### config.mk
export PLATFORM = sky130hd
export DESIGN_NAME = alarm_controller
export DESIGN_NICKNAME = d
export VERILOG_FILES = /design/src/rtl/alarm_controller.sv
export SDC_FILE = /design/constraint.sdc
export NUM_CORES = 1
export LEC_CHECK = 0
export CORE_UTILIZATION = 40
export DETAILED_ROUTE_END_ITERATION = 7
export GPL_TIMING_DRIVEN = 0
export HOLD_SLACK_MARGIN = 0.08
export PLACE_DENSITY = 0.67
export SYNTH_ARGS = -nofsm -noshare
export SYNTH_HDL_FRONTEND = slang
export SYNTH_SLANG_ARGS = --single-unit
export TNS_END_PERCENT = 20
### constraint.sdc
create_clock -name clk_in -period 1.8 [get_ports clk_in]
set_input_delay 0.18 -clock clk_in [delete_from_list [all_inputs] [get_ports clk_in]]
set_output_delay 0.18 -clock clk_in [all_outputs]
set_load 0.02 [all_outputs]
### src/rtl/alarm_controller.sv
// Button-driven time/alarm set sequencer with alarm compare, ring, snooze and display select.
// Button and tick effects appear one cycle after the pulse; no backpressure (inputs are single-cycle pulses).
module alarm_controller #(
  parameter int TIMEOUT_S      = 30,
  parameter int SNOOZE_MIN     = 5,
  parameter int RING_S         = 60,
  parameter int ALARM_RESET_HL = 7
) (
  input  logic        clk_in,
  input  logic        reset,
  input  logic        tick_1hz,
  input  logic        btn_mode,
  input  logic        btn_inc,
  input  logic        btn_snooze,
  input  logic        alarm_arm,
  input  logic [1:0]  cur_hh,
  input  logic [3:0]  cur_hl,
  input  logic [3:0]  cur_mh,
  input  logic [3:0]  cur_ml,
  input  logic [3:0]  cur_sh,
  input  logic [3:0]  cur_sl,
  output logic        set_load,
  output logic [1:0]  set_hh,
  output logic [3:0]  set_hl,
  output logic [3:0]  set_mh,
  output logic [3:0]  set_ml,
  output logic [15:0] disp_digit,
  output logic [3:0]  disp_en,
  output logic        alarm_ringing,
  output logic        buzzer,
  output logic        snoozing
);

  localparam int SNZ_LOAD = SNOOZE_MIN * 60;
  localparam int IDLE_W   = $clog2(TIMEOUT_S + 1);
  localparam int SNZ_W    = $clog2(SNZ_LOAD + 1);
  localparam int RING_W   = $clog2(RING_S + 1);

  typedef enum logic [2:0] {S_RUN, S_SET_TH, S_SET_TM, S_SET_AH, S_SET_AM, S_RING} state_t;

  state_t              r_state, w_state_nxt;
  logic [1:0]          r_ed_hh, r_al_hh, w_hinc_hh;
  logic [3:0]          r_ed_hl, r_ed_mh, r_ed_ml, r_al_hl, r_al_mh, r_al_ml;
  logic [3:0]          w_hinc_hl, w_minc_mh, w_minc_ml;
  logic [13:0]         r_cmt, w_set_vec;
  logic                r_blink, w_blink_nxt, r_match, r_match_d;
  logic                r_set_load, r_ringing, r_buzzer, r_snoozing, w_snoozing_nxt;
  logic [IDLE_W-1:0]   r_idle;
  logic [SNZ_W-1:0]    r_snz_cnt;
  logic [RING_W-1:0]   r_ring_cnt;
  logic                w_ld_cur, w_ld_alarm, w_wr_alarm, w_inc_h, w_inc_m, w_set_load_nxt, w_snz_start;
  logic                w_match_now, w_match_rise, w_snz_exp, w_any_btn, w_timeout, w_ring_done, w_enter_set;

  assign w_match_now  = alarm_arm && (cur_hh == r_al_hh) && (cur_hl == r_al_hl) && (cur_mh == r_al_mh)
                        && (cur_ml == r_al_ml) && (cur_sh == 4'd0) && (cur_sl == 4'd0);
  assign w_match_rise = r_match && !r_match_d;
  assign w_snz_exp    = r_snoozing && (r_snz_cnt == '0);
  assign w_any_btn    = btn_mode || btn_inc || btn_snooze;
  assign w_timeout    = !w_any_btn && (r_idle == IDLE_W'(TIMEOUT_S));
  assign w_ring_done  = r_ring_cnt == RING_W'(RING_S);

  // BCD increments of the edit buffer: hours wrap 23->00, minutes 59->00.
  always_comb begin
    w_hinc_hh = r_ed_hh;
    w_hinc_hl = r_ed_hl + 4'd1;
    if (r_ed_hh == 2'd2 && r_ed_hl == 4'd3) begin
      w_hinc_hh = 2'd0;
      w_hinc_hl = 4'd0;
    end else if (r_ed_hl == 4'd9) begin
      w_hinc_hh = r_ed_hh + 2'd1;
      w_hinc_hl = 4'd0;
    end
    w_minc_mh = r_ed_mh;
    w_minc_ml = r_ed_ml + 4'd1;
    if (r_ed_ml == 4'd9) begin
      w_minc_ml = 4'd0;
      w_minc_mh = (r_ed_mh == 4'd5) ? 4'd0 : r_ed_mh + 4'd1;
    end
  end

  always_comb begin
    w_state_nxt    = r_state;
    w_ld_cur       = 1'b0;
    w_ld_alarm     = 1'b0;
    w_wr_alarm     = 1'b0;
    w_inc_h        = 1'b0;
    w_inc_m        = 1'b0;
    w_set_load_nxt = 1'b0;
    w_snz_start    = 1'b0;
    case (r_state)
      S_RUN: begin
        if (w_match_rise || w_snz_exp) begin
          w_state_nxt = S_RING;
        end else if (btn_mode) begin
          w_state_nxt = S_SET_TH;
          w_ld_cur    = 1'b1;
        end
      end
      S_SET_TH, S_SET_AH: begin
        if (btn_mode)       w_state_nxt = (r_state == S_SET_TH) ? S_SET_TM : S_SET_AM;
        else if (btn_inc)   w_inc_h = 1'b1;
        else if (w_timeout) w_state_nxt = S_RUN;
      end
      S_SET_TM: begin
        if (btn_mode) begin
          w_state_nxt    = S_SET_AH;
          w_set_load_nxt = 1'b1;
          w_ld_alarm     = 1'b1;
        end else if (btn_inc) begin
          w_inc_m = 1'b1;
        end else if (w_timeout) begin
          w_state_nxt = S_RUN;
        end
      end
      S_SET_AM: begin
        if (btn_mode) begin
          w_state_nxt = S_RUN;
          w_wr_alarm  = 1'b1;
        end else if (btn_inc) begin
          w_inc_m = 1'b1;
        end else if (w_timeout) begin
          w_state_nxt = S_RUN;
        end
      end
      S_RING: begin
        if (!alarm_arm || btn_mode) begin
          w_state_nxt = S_RUN;
        end else if (btn_snooze) begin
          w_state_nxt = S_RUN;
          w_snz_start = 1'b1;
        end else if (w_ring_done) begin
          w_state_nxt = S_RUN;
        end
      end
      default: w_state_nxt = S_RUN;
    endcase
  end

  // An expiry outside RUN simply drops the pending ring.
  always_comb begin
    w_snoozing_nxt = r_snoozing;
    if (w_snz_start) w_snoozing_nxt = 1'b1;
    if (w_snz_exp || w_state_nxt == S_RING || !alarm_arm) w_snoozing_nxt = 1'b0;
    w_enter_set = (w_state_nxt != r_state) && (w_state_nxt != S_RUN) && (w_state_nxt != S_RING);
    w_blink_nxt = tick_1hz ? !r_blink : r_blink;
    if (btn_inc || w_enter_set) w_blink_nxt = 1'b1;
  end

  always_ff @(posedge clk_in) begin
    if (reset) begin
      r_state    <= S_RUN;
      {r_ed_hh, r_ed_hl, r_ed_mh, r_ed_ml} <= '0;
      r_al_hh    <= 2'd0;
      r_al_hl    <= 4'(ALARM_RESET_HL);
      r_al_mh    <= 4'd0;
      r_al_ml    <= 4'd0;
      r_cmt      <= '0;
      r_blink    <= 1'b1;
      r_match    <= 1'b0;
      r_match_d  <= 1'b0;
      r_set_load <= 1'b0;
      r_ringing  <= 1'b0;
      r_buzzer   <= 1'b0;
      r_snoozing <= 1'b0;
      r_idle     <= '0;
      r_snz_cnt  <= '0;
      r_ring_cnt <= '0;
    end else begin
      r_state    <= w_state_nxt;
      r_blink    <= w_blink_nxt;
      r_match    <= w_match_now;
      r_match_d  <= r_match;
      r_set_load <= w_set_load_nxt;
      r_ringing  <= (w_state_nxt == S_RING);
      r_buzzer   <= (w_state_nxt == S_RING) && w_blink_nxt;
      r_snoozing <= w_snoozing_nxt;
      if (w_any_btn)                                  r_idle <= '0;
      else if (tick_1hz && r_idle != IDLE_W'(TIMEOUT_S)) r_idle <= r_idle + IDLE_W'(1);
      if (w_snz_start)                          r_snz_cnt <= SNZ_W'(SNZ_LOAD);
      else if (tick_1hz && r_snz_cnt != '0)     r_snz_cnt <= r_snz_cnt - SNZ_W'(1);
      if (r_state != S_RING)                    r_ring_cnt <= '0;
      else if (tick_1hz && !w_ring_done)        r_ring_cnt <= r_ring_cnt + RING_W'(1);
      if (w_ld_cur)   {r_ed_hh, r_ed_hl, r_ed_mh, r_ed_ml} <= {cur_hh, cur_hl, cur_mh, cur_ml};
      if (w_ld_alarm) {r_ed_hh, r_ed_hl, r_ed_mh, r_ed_ml} <= {r_al_hh, r_al_hl, r_al_mh, r_al_ml};
      if (w_inc_h)    {r_ed_hh, r_ed_hl} <= {w_hinc_hh, w_hinc_hl};
      if (w_inc_m)    {r_ed_mh, r_ed_ml} <= {w_minc_mh, w_minc_ml};
      if (w_set_load_nxt) r_cmt <= {r_ed_hh, r_ed_hl, r_ed_mh, r_ed_ml};
      if (w_wr_alarm) {r_al_hh, r_al_hl, r_al_mh, r_al_ml} <= {r_ed_hh, r_ed_hl, r_ed_mh, r_ed_ml};
    end
  end

  // The edit buffer already holds the alarm during the load cycle, so present the committed copy then.
  assign w_set_vec = r_set_load ? r_cmt : {r_ed_hh, r_ed_hl, r_ed_mh, r_ed_ml};
  assign {set_hh, set_hl, set_mh, set_ml} = w_set_vec;
  assign set_load      = r_set_load;
  assign alarm_ringing = r_ringing;
  assign buzzer        = r_buzzer;
  assign snoozing      = r_snoozing;

  always_comb begin
    disp_digit = {2'b00, cur_hh, cur_hl, cur_mh, cur_ml};
    disp_en    = 4'b1111;
    case (r_state)
      S_SET_TH, S_SET_AH: begin
        disp_digit = {2'b00, r_ed_hh, r_ed_hl, r_ed_mh, r_ed_ml};
        disp_en    = {r_blink, r_blink, 2'b11};
      end
      S_SET_TM, S_SET_AM: begin
        disp_digit = {2'b00, r_ed_hh, r_ed_hl, r_ed_mh, r_ed_ml};
        disp_en    = {2'b11, r_blink, r_blink};
      end
      default: ;
    endcase
  end

endmodule

# After elaboration in Yosys (flattened, before gate mapping)
# Cells that the tools add are included.
[totals]
register_bits = 72
out_inout_bits = 38
[classes]
addsub = 7
eq_ne = 23
muxes = 50
reduce_logical = 46
[op_table]
columns = ["cell", "n"]
rows = [
  ["4-bit 2-to-1 mux", 14],
  ["3-bit 2-to-1 mux", 11],
  ["14-bit 2-to-1 mux", 2],
  ["9-bit 2-to-1 mux", 2],
  ["1-bit logical AND", 16],
  ["3-bit case mux with 5 select lines", 1],
  ["1-bit 2-to-1 mux", 14],
  ["4-bit by 1-bit adder with 4-bit output, second input constant", 3],
  ["4-bit equality test", 3],
  ["2-bit OR reduction", 6],
  ["2-bit 2-to-1 mux", 5],
  ["3-bit equality test, second input constant", 3],
  ["9-bit zero test", 1],
  ["3-bit nonzero test", 3],
  ["9-bit nonzero test", 1],
  ["9-bit by 1-bit subtractor with 9-bit output, second input constant", 1],
  ["4-bit equality test, second input constant", 2],
  ["4-bit zero test", 2],
  ["4-bit case mux with 2 select lines", 1],
  ["1-bit logical OR", 7],
  ["6-bit by 1-bit adder with 6-bit output, second input constant", 1],
  ["3-bit by 2-bit equality test with 1-bit output, second input constant", 2],
  ["6-bit equality test, second input constant", 1],
  ["3-bit != test, second input constant", 2],
  ["other kinds (17)", 22],
]

# Logic depth before layout (Yosys ltp)
[logic_depth]
depth_word = 14
ltp_mapped = 9

# Least setup slack after synthesis
# Ideal clock, no wire load.
[synth_path]
kind = "register to register"
from = "register r_snz_cnt[0]"
to = "register r_blink"
setup_ps = 134
t_arrival_ps = 1683
required_time_ps = 1666
slack_ps = -17
path_stages_with_launch = 9
path_buffers = 0
synth_period_minus_slack_ps = 1817
cell_sequence = "dfxtp_1 > inv_1 > ha_1 > nor4b_4 > nand4b_1 > a211o_1 > o311a_4 > a2111oi_4 > a211oi_2"
[synth_between]
elab_chain_len = 10
word_cells_on_any_way = 12
cone_classes = "eq/ne (2); mux (3); reduce/logical (7)"
[synth_lines]
columns = ["element", "line_no", "text"]
rows = [
  ["start, declared", "49", "logic [SNZ_W-1:0] r_snz_cnt;"],
  ["start signal, assigned", "179", "if (w_snz_start) r_snz_cnt <= SNZ_W'(SNZ_LOAD);"],
  ["start signal, assigned", "180", "else if (tick_1hz && r_snz_cnt != '0) r_snz_cnt <= r_snz_cnt - SNZ_W'(1);"],
  ["9-bit zero test *", "57", "assign w_snz_exp = r_snoozing && (r_snz_cnt == '0);"],
  ["1-bit logical AND *", "57", ""],
  ["1-bit logical OR *", "92", "if (w_match_rise || w_snz_exp) begin"],
  ["3-bit 2-to-1 mux *", "92", ""],
  ["3-bit case mux with 5 select lines *", "90", "case (r_state)"],
  ["3-bit != test or 3-bit nonzero test (tied branches)", "144", "w_enter_set = (w_state_nxt != r_state) && (w_state_nxt != S_RUN) && (w_state_nxt != S_RING);"],
  ["1-bit logical AND", "144", ""],
  ["1-bit logical AND *", "144", ""],
  ["1-bit logical OR *", "146", "if (btn_inc || w_enter_set) w_blink_nxt = 1'b1;"],
  ["1-bit 2-to-1 mux *", "146", ""],
  ["end signal, assigned", "170", "r_blink <= w_blink_nxt;"],
  ["end, declared", "46", "logic r_blink, w_blink_nxt, r_match, r_match_d;"],
]
# Every way passes the cells marked *; elsewhere a longest branch is shown, timed or not.
# A chain may end at the register's enable or synchronous reset.

# Worst setup path in the final report
[layout_path]
from = "register r_state[2]"
to = "output disp_digit[2]"
[layout_between]
elab_chain_len = 3
word_cells_on_any_way = 6
cone_classes = "eq/ne (4); mux (1); reduce/logical (1)"
[layout_lines]
columns = ["element", "line_no", "text"]
rows = [
  ["start, declared", "41", "state_t r_state, w_state_nxt;"],
  ["start signal, assigned", "169", "r_state <= w_state_nxt;"],
  ["3-bit by 1-bit equality test with 1-bit output, or another cell as far along", "203", "case (r_state)"],
  ["4-bit OR reduction (no line) *", "n/a", ""],
  ["14-bit 2-to-1 mux *", "203", ""],
  ["end, declared", "27", "output logic [15:0] disp_digit,"],
]
# Marked as above.

==> results summary <==
The number of max-cap violations is 0. At the end of the flow, the number of nets in the layout was 630. The area of all placed cells without fillers is 0.005503 mm2. For this block, the initial DRC count from the detailed router was 153.

Among all stages on the critical path, the largest delay is contributed by sky130_fd_sc_hd__dfxtp_4. Tracing the worst setup path back leads to its startpoint at r_state[2]$_SDFF_PP0_. The routability-driven placement congestion ratio came out at 0.8514. The global routing usage summed across all routing layers came out at 0.2218. The static leakage came out at 2.234 nW. The placed instance area is 0.004928 mm2. Compared with the post-synthesis result, the final layout area differs by 33.64%.

In the synthesized netlist the dominant register cell turns out to be sky130_fd_sc_hd__dfxtp_1. The post-route setup TNS is -3.108 ns. STA puts the critical path data required time at 1.62 ns. The share of the synthesized area in the top cell type came out at 0.3500. Counting instances in the post-synthesis netlist gives the leading cell types as sky130_fd_sc_hd__nand2_1 (91), sky130_fd_sc_hd__dfxtp_1 (72), sky130_fd_sc_hd__a21oi_1 (43). Yosys printed 0 warnings. The worst path in the final design needs a cycle of 1.991 ns, including I/O delays and setup. The final count of pins violating max slew is 0. For this run the aggregate overflow at the end of global routing stands at 0.

The total number of vias is 3906. The largest area contributor in the synthesized netlist is sky130_fd_sc_hd__dfxtp_1. The async set-or-reset flop fraction in the synthesized netlist is 0. In the routed design, unresolved DRC markers number 0. Of the total power, registers draw 0.383. The share of total power consumed by net switching is 0.3049. The clock skew after layout is about 0.013 ns. The starting density of the core came out at 0.4174. The startpoint type of the worst setup path is a flip-flop. The number of diodes came out at 0. TritonCTS built the clock tree.

The final clock period utilization by the worst path is 1.106. The distinct cell type count after synthesis came out at 53. The residual antenna-violating net count after detailed routing came out at 0. The critical-path maximum fanout came out at 6. The number of storage elements in the synthesis netlist came out at 72. The overall routed net length is 11550 um. The sort of element at the end of the critical path is a primary output. The longest individual stage delay on the worst path came out at 0.38 ns. The internal portion of the total power is around 0.0034 W. The maximum number of pins on one net before global-route repair is 13. The checks that failed: negative setup slack. The buffer depth of the longest clock path came out at 2. The maximum level of the CTS H-tree came out at 3.

After detailed routing, the number of vias per cell comes to approximately 5.3. The critical path arrival came out at 1.81 ns. The flow ran to the end, but the final reports show violations. The detailed-routing iteration count for the pre-antenna-repair pass came out at 4. The initial antenna violation count is 0. For this run, the share of the core covered by cells in the final layout is 0.5578.

The HPWL after detailed placement is approximately 7900 um. The average wire per cell in the routed design is 15.80 um. The number of hold buffers added after CTS was 0. For this run, the top clock speed supported by timing is 502.3 MHz. The later-pin clock latency in the skew report is 0.35 ns. IR analysis of the VDD net gives a maximum drop of 455.5 uV.

The number of placed cells counting well taps came out at 702. The number of synthesized flops with an enable pin is 0. In this run the critical register-to-register path is launched from r_snz_cnt[0]$_SDFFE_PP0P_. Measured against its own limit, the worst slew margin works out to 0.5885. Counting the buffers created by CTS gives 9. The area inside the core boundary is around 0.0099 mm2. The width of the chip is ~100 um. The wire length of the first global-routing pass came out at between 15000 and 20000 um. Setup repair after global routing could not meet its margin everywhere. The clock root buffer is sky130_fd_sc_hd__clkbuf_8. The number of clock sinks seen by CTS came out at 72. The proportion of power drawn by combinational gates is 0.281. The filler cells instantiated in the layout total 891. The synthesized area per cell came out at approximately 8 um2. The switching power came out at 0.001485 W. The mapped netlist covers 0.004118 mm2.

The worst setup path is of the flip-flop to primary output kind. Setup slack on the critical path of the routed design comes to -0.1907 ns. The pre-CTS worst setup slack came out at -1.078 ns.

Sorting the synthesized cells by area gives the leading types as sky130_fd_sc_hd__dfxtp_1 (35%), sky130_fd_sc_hd__nand2_1 (8.3%), sky130_fd_sc_hd__mux2_2 (6.8%). The clock-pin slew on the worst setup and hold paths is 0.08 ns. The site row count came out at 36.

The final-report hold violation count was 0. The number of standard cells after synthesis is 504. The sequential area share after synthesis is 0.3500.

The top-level I/O count is 67. Setup violations remaining at the end of the flow were counted as 33. In this run the vertical extent of the chip is between 100 and 150 um. Of the cells placed in the final design, the portion with a size suffix greater than 1 is 0.2241. The startpoint identified for the worst hold timing path is r_cmt[9]$_SDFFE_PP0P_. The die covers 0.01070 mm2. Walking the worst path, the cells encountered are buf_8 > xnor2_4 > buf_6 > buf_8 > mux2_4 > buf_6. At the pin with the least slew margin, the transition time is 0.6173 ns. In this run the power density over the cells is 885.5 mW/mm2. The proportion of power drawn by the clock network came out at 0.337. The worst hold path belongs to the class flip-flop to flip-flop.

Yosys instantiated no cell more often than sky130_fd_sc_hd__nand2_1. The via count of the first global-routing pass was ~3800. The count of input and output buffers is 64. The final cell count without fillers is 731.

The worst register-to-register path has a setup slack of -0.15 ns.
==> through the flow <==
step,power (W),hold slack (ns)
2_1_floorplan,0.002721,0.3433
3_3_place_gp,0.003077,0.4387
3_5_place_dp,0.003102,0.4474
4_1_cts,0.004859,0.4591
5_1_grt,0.005111,0.4815
6_report,0.004873,0.4580
==> flip-flops by register name, summed over array words and instances (netlist names), 2 cells and up <==
register    count
r_cmt          14
r_ed_hl         4
r_al_mh         4
r_al_hh         2
r_al_hl         4
r_state         3
r_snz_cnt       9
r_ed_mh         4
r_ed_hh         2
r_ring_cnt      6
r_ed_ml         4
r_idle          5
r_al_ml         4
==> worst paths after layout <==
path,to,cells past startpoint
worst max-delay path,disp_digit[2],6
worst min-delay path,r_cmt[9]$_SDFFE_PP0P_,2
worst max register to register,r_blink$_SDFF_PP1_,8
worst min register to register,r_cmt[9]$_SDFFE_PP0P_,2
==> metal layers <==
metal	GRT usage	share of wire	wire (um)	up-vias
met4	0.1008	0.019	217	0
met1	0.2708	0.44	5073	1843
met3	0.04435	0.050	572	21
li1	-	-	-	1906
met2	0.3765	0.49	5688	136
met5	0	0	0	-
==> critical path: cells and delay by family, from the launching register on <==
kind / cells / cell delay (ns)
flops: 1 / 0.38
mux: 1 / 0.31
xor+xnor: 1 / 0.25
buf+inv: 4 / 0.52
==> timing repair <==
action	CTS	global route
pin swaps	8	6
gates cloned	1	0
resized for setup	184	24
endpoints found under the hold margin	0	0
buffers inserted	8	10
endpoints found under the setup margin	75	59
==> logic make-up (layout without fill, tap and decap cells) <==
kind of cell | Yosys count | after routing | share of synthesized area
compound gates | 85 | 85 | 0.1331
other cells | 1 | 2 | 0.0009107
fa+ha+maj | 8 | 8 | 0.02431
buf+inv | 52 | 145 | 0.05439
simple gates | 211 | 211 | 0.2583
xor+xnor | 36 | 36 | 0.07657
mux | 39 | 39 | 0.1024
flops | 72 | 72 | 0.3500
==> cell usage in the layout, fill, tap and decap left out, drive strengths merged, types with 12 or more instances in the layout <==
| master | instances |
|---|---|
| o21ai | 13 |
| mux2i | 14 |
| a21oi | 43 |
| xor2 | 25 |
| nor4 | 13 |
| mux2 | 25 |
| clkbuf | 33 |
| buf | 53 |
| nand2 | 91 |
| nor2 | 41 |
| inv | 12 |
| dfxtp | 72 |
| clkdlybuf4s50 | 32 |
==> power groups by stage <==
stage	Clock [W]	Combinational (W)	Sequential, W
after global placement	0	0.00120	0.00188
after detailed placement	0	0.00122	0.00188
after floorplan	0	0.000865	0.00186
final	0.00164	0.00137	0.00186
after global routing	0.00173	0.00149	0.00188
after CTS	0.00166	0.00134	0.00186
==> cell type report <==
| class | count | area, um2 | share of cell area |
|---|---|---|---|
| Buffer | 35 | 211.5 | 0.03843 |
| Clock buffer | 11 | 151.4 | 0.02751 |
| Clock inverter | 5 | 102.6 | 0.01864 |
| Inverter | 12 | 45.04 | 0.008186 |
| Multi-Input combinational cell | 381 | 2603 | 0.4729 |
| Sequential cell | 72 | 1451 | 0.2638 |
| Tap cell | 133 | 166.4 | 0.03024 |
| Timing Repair Buffer | 82 | 772.0 | 0.1403 |
Power figures use the tool's default switching activity.
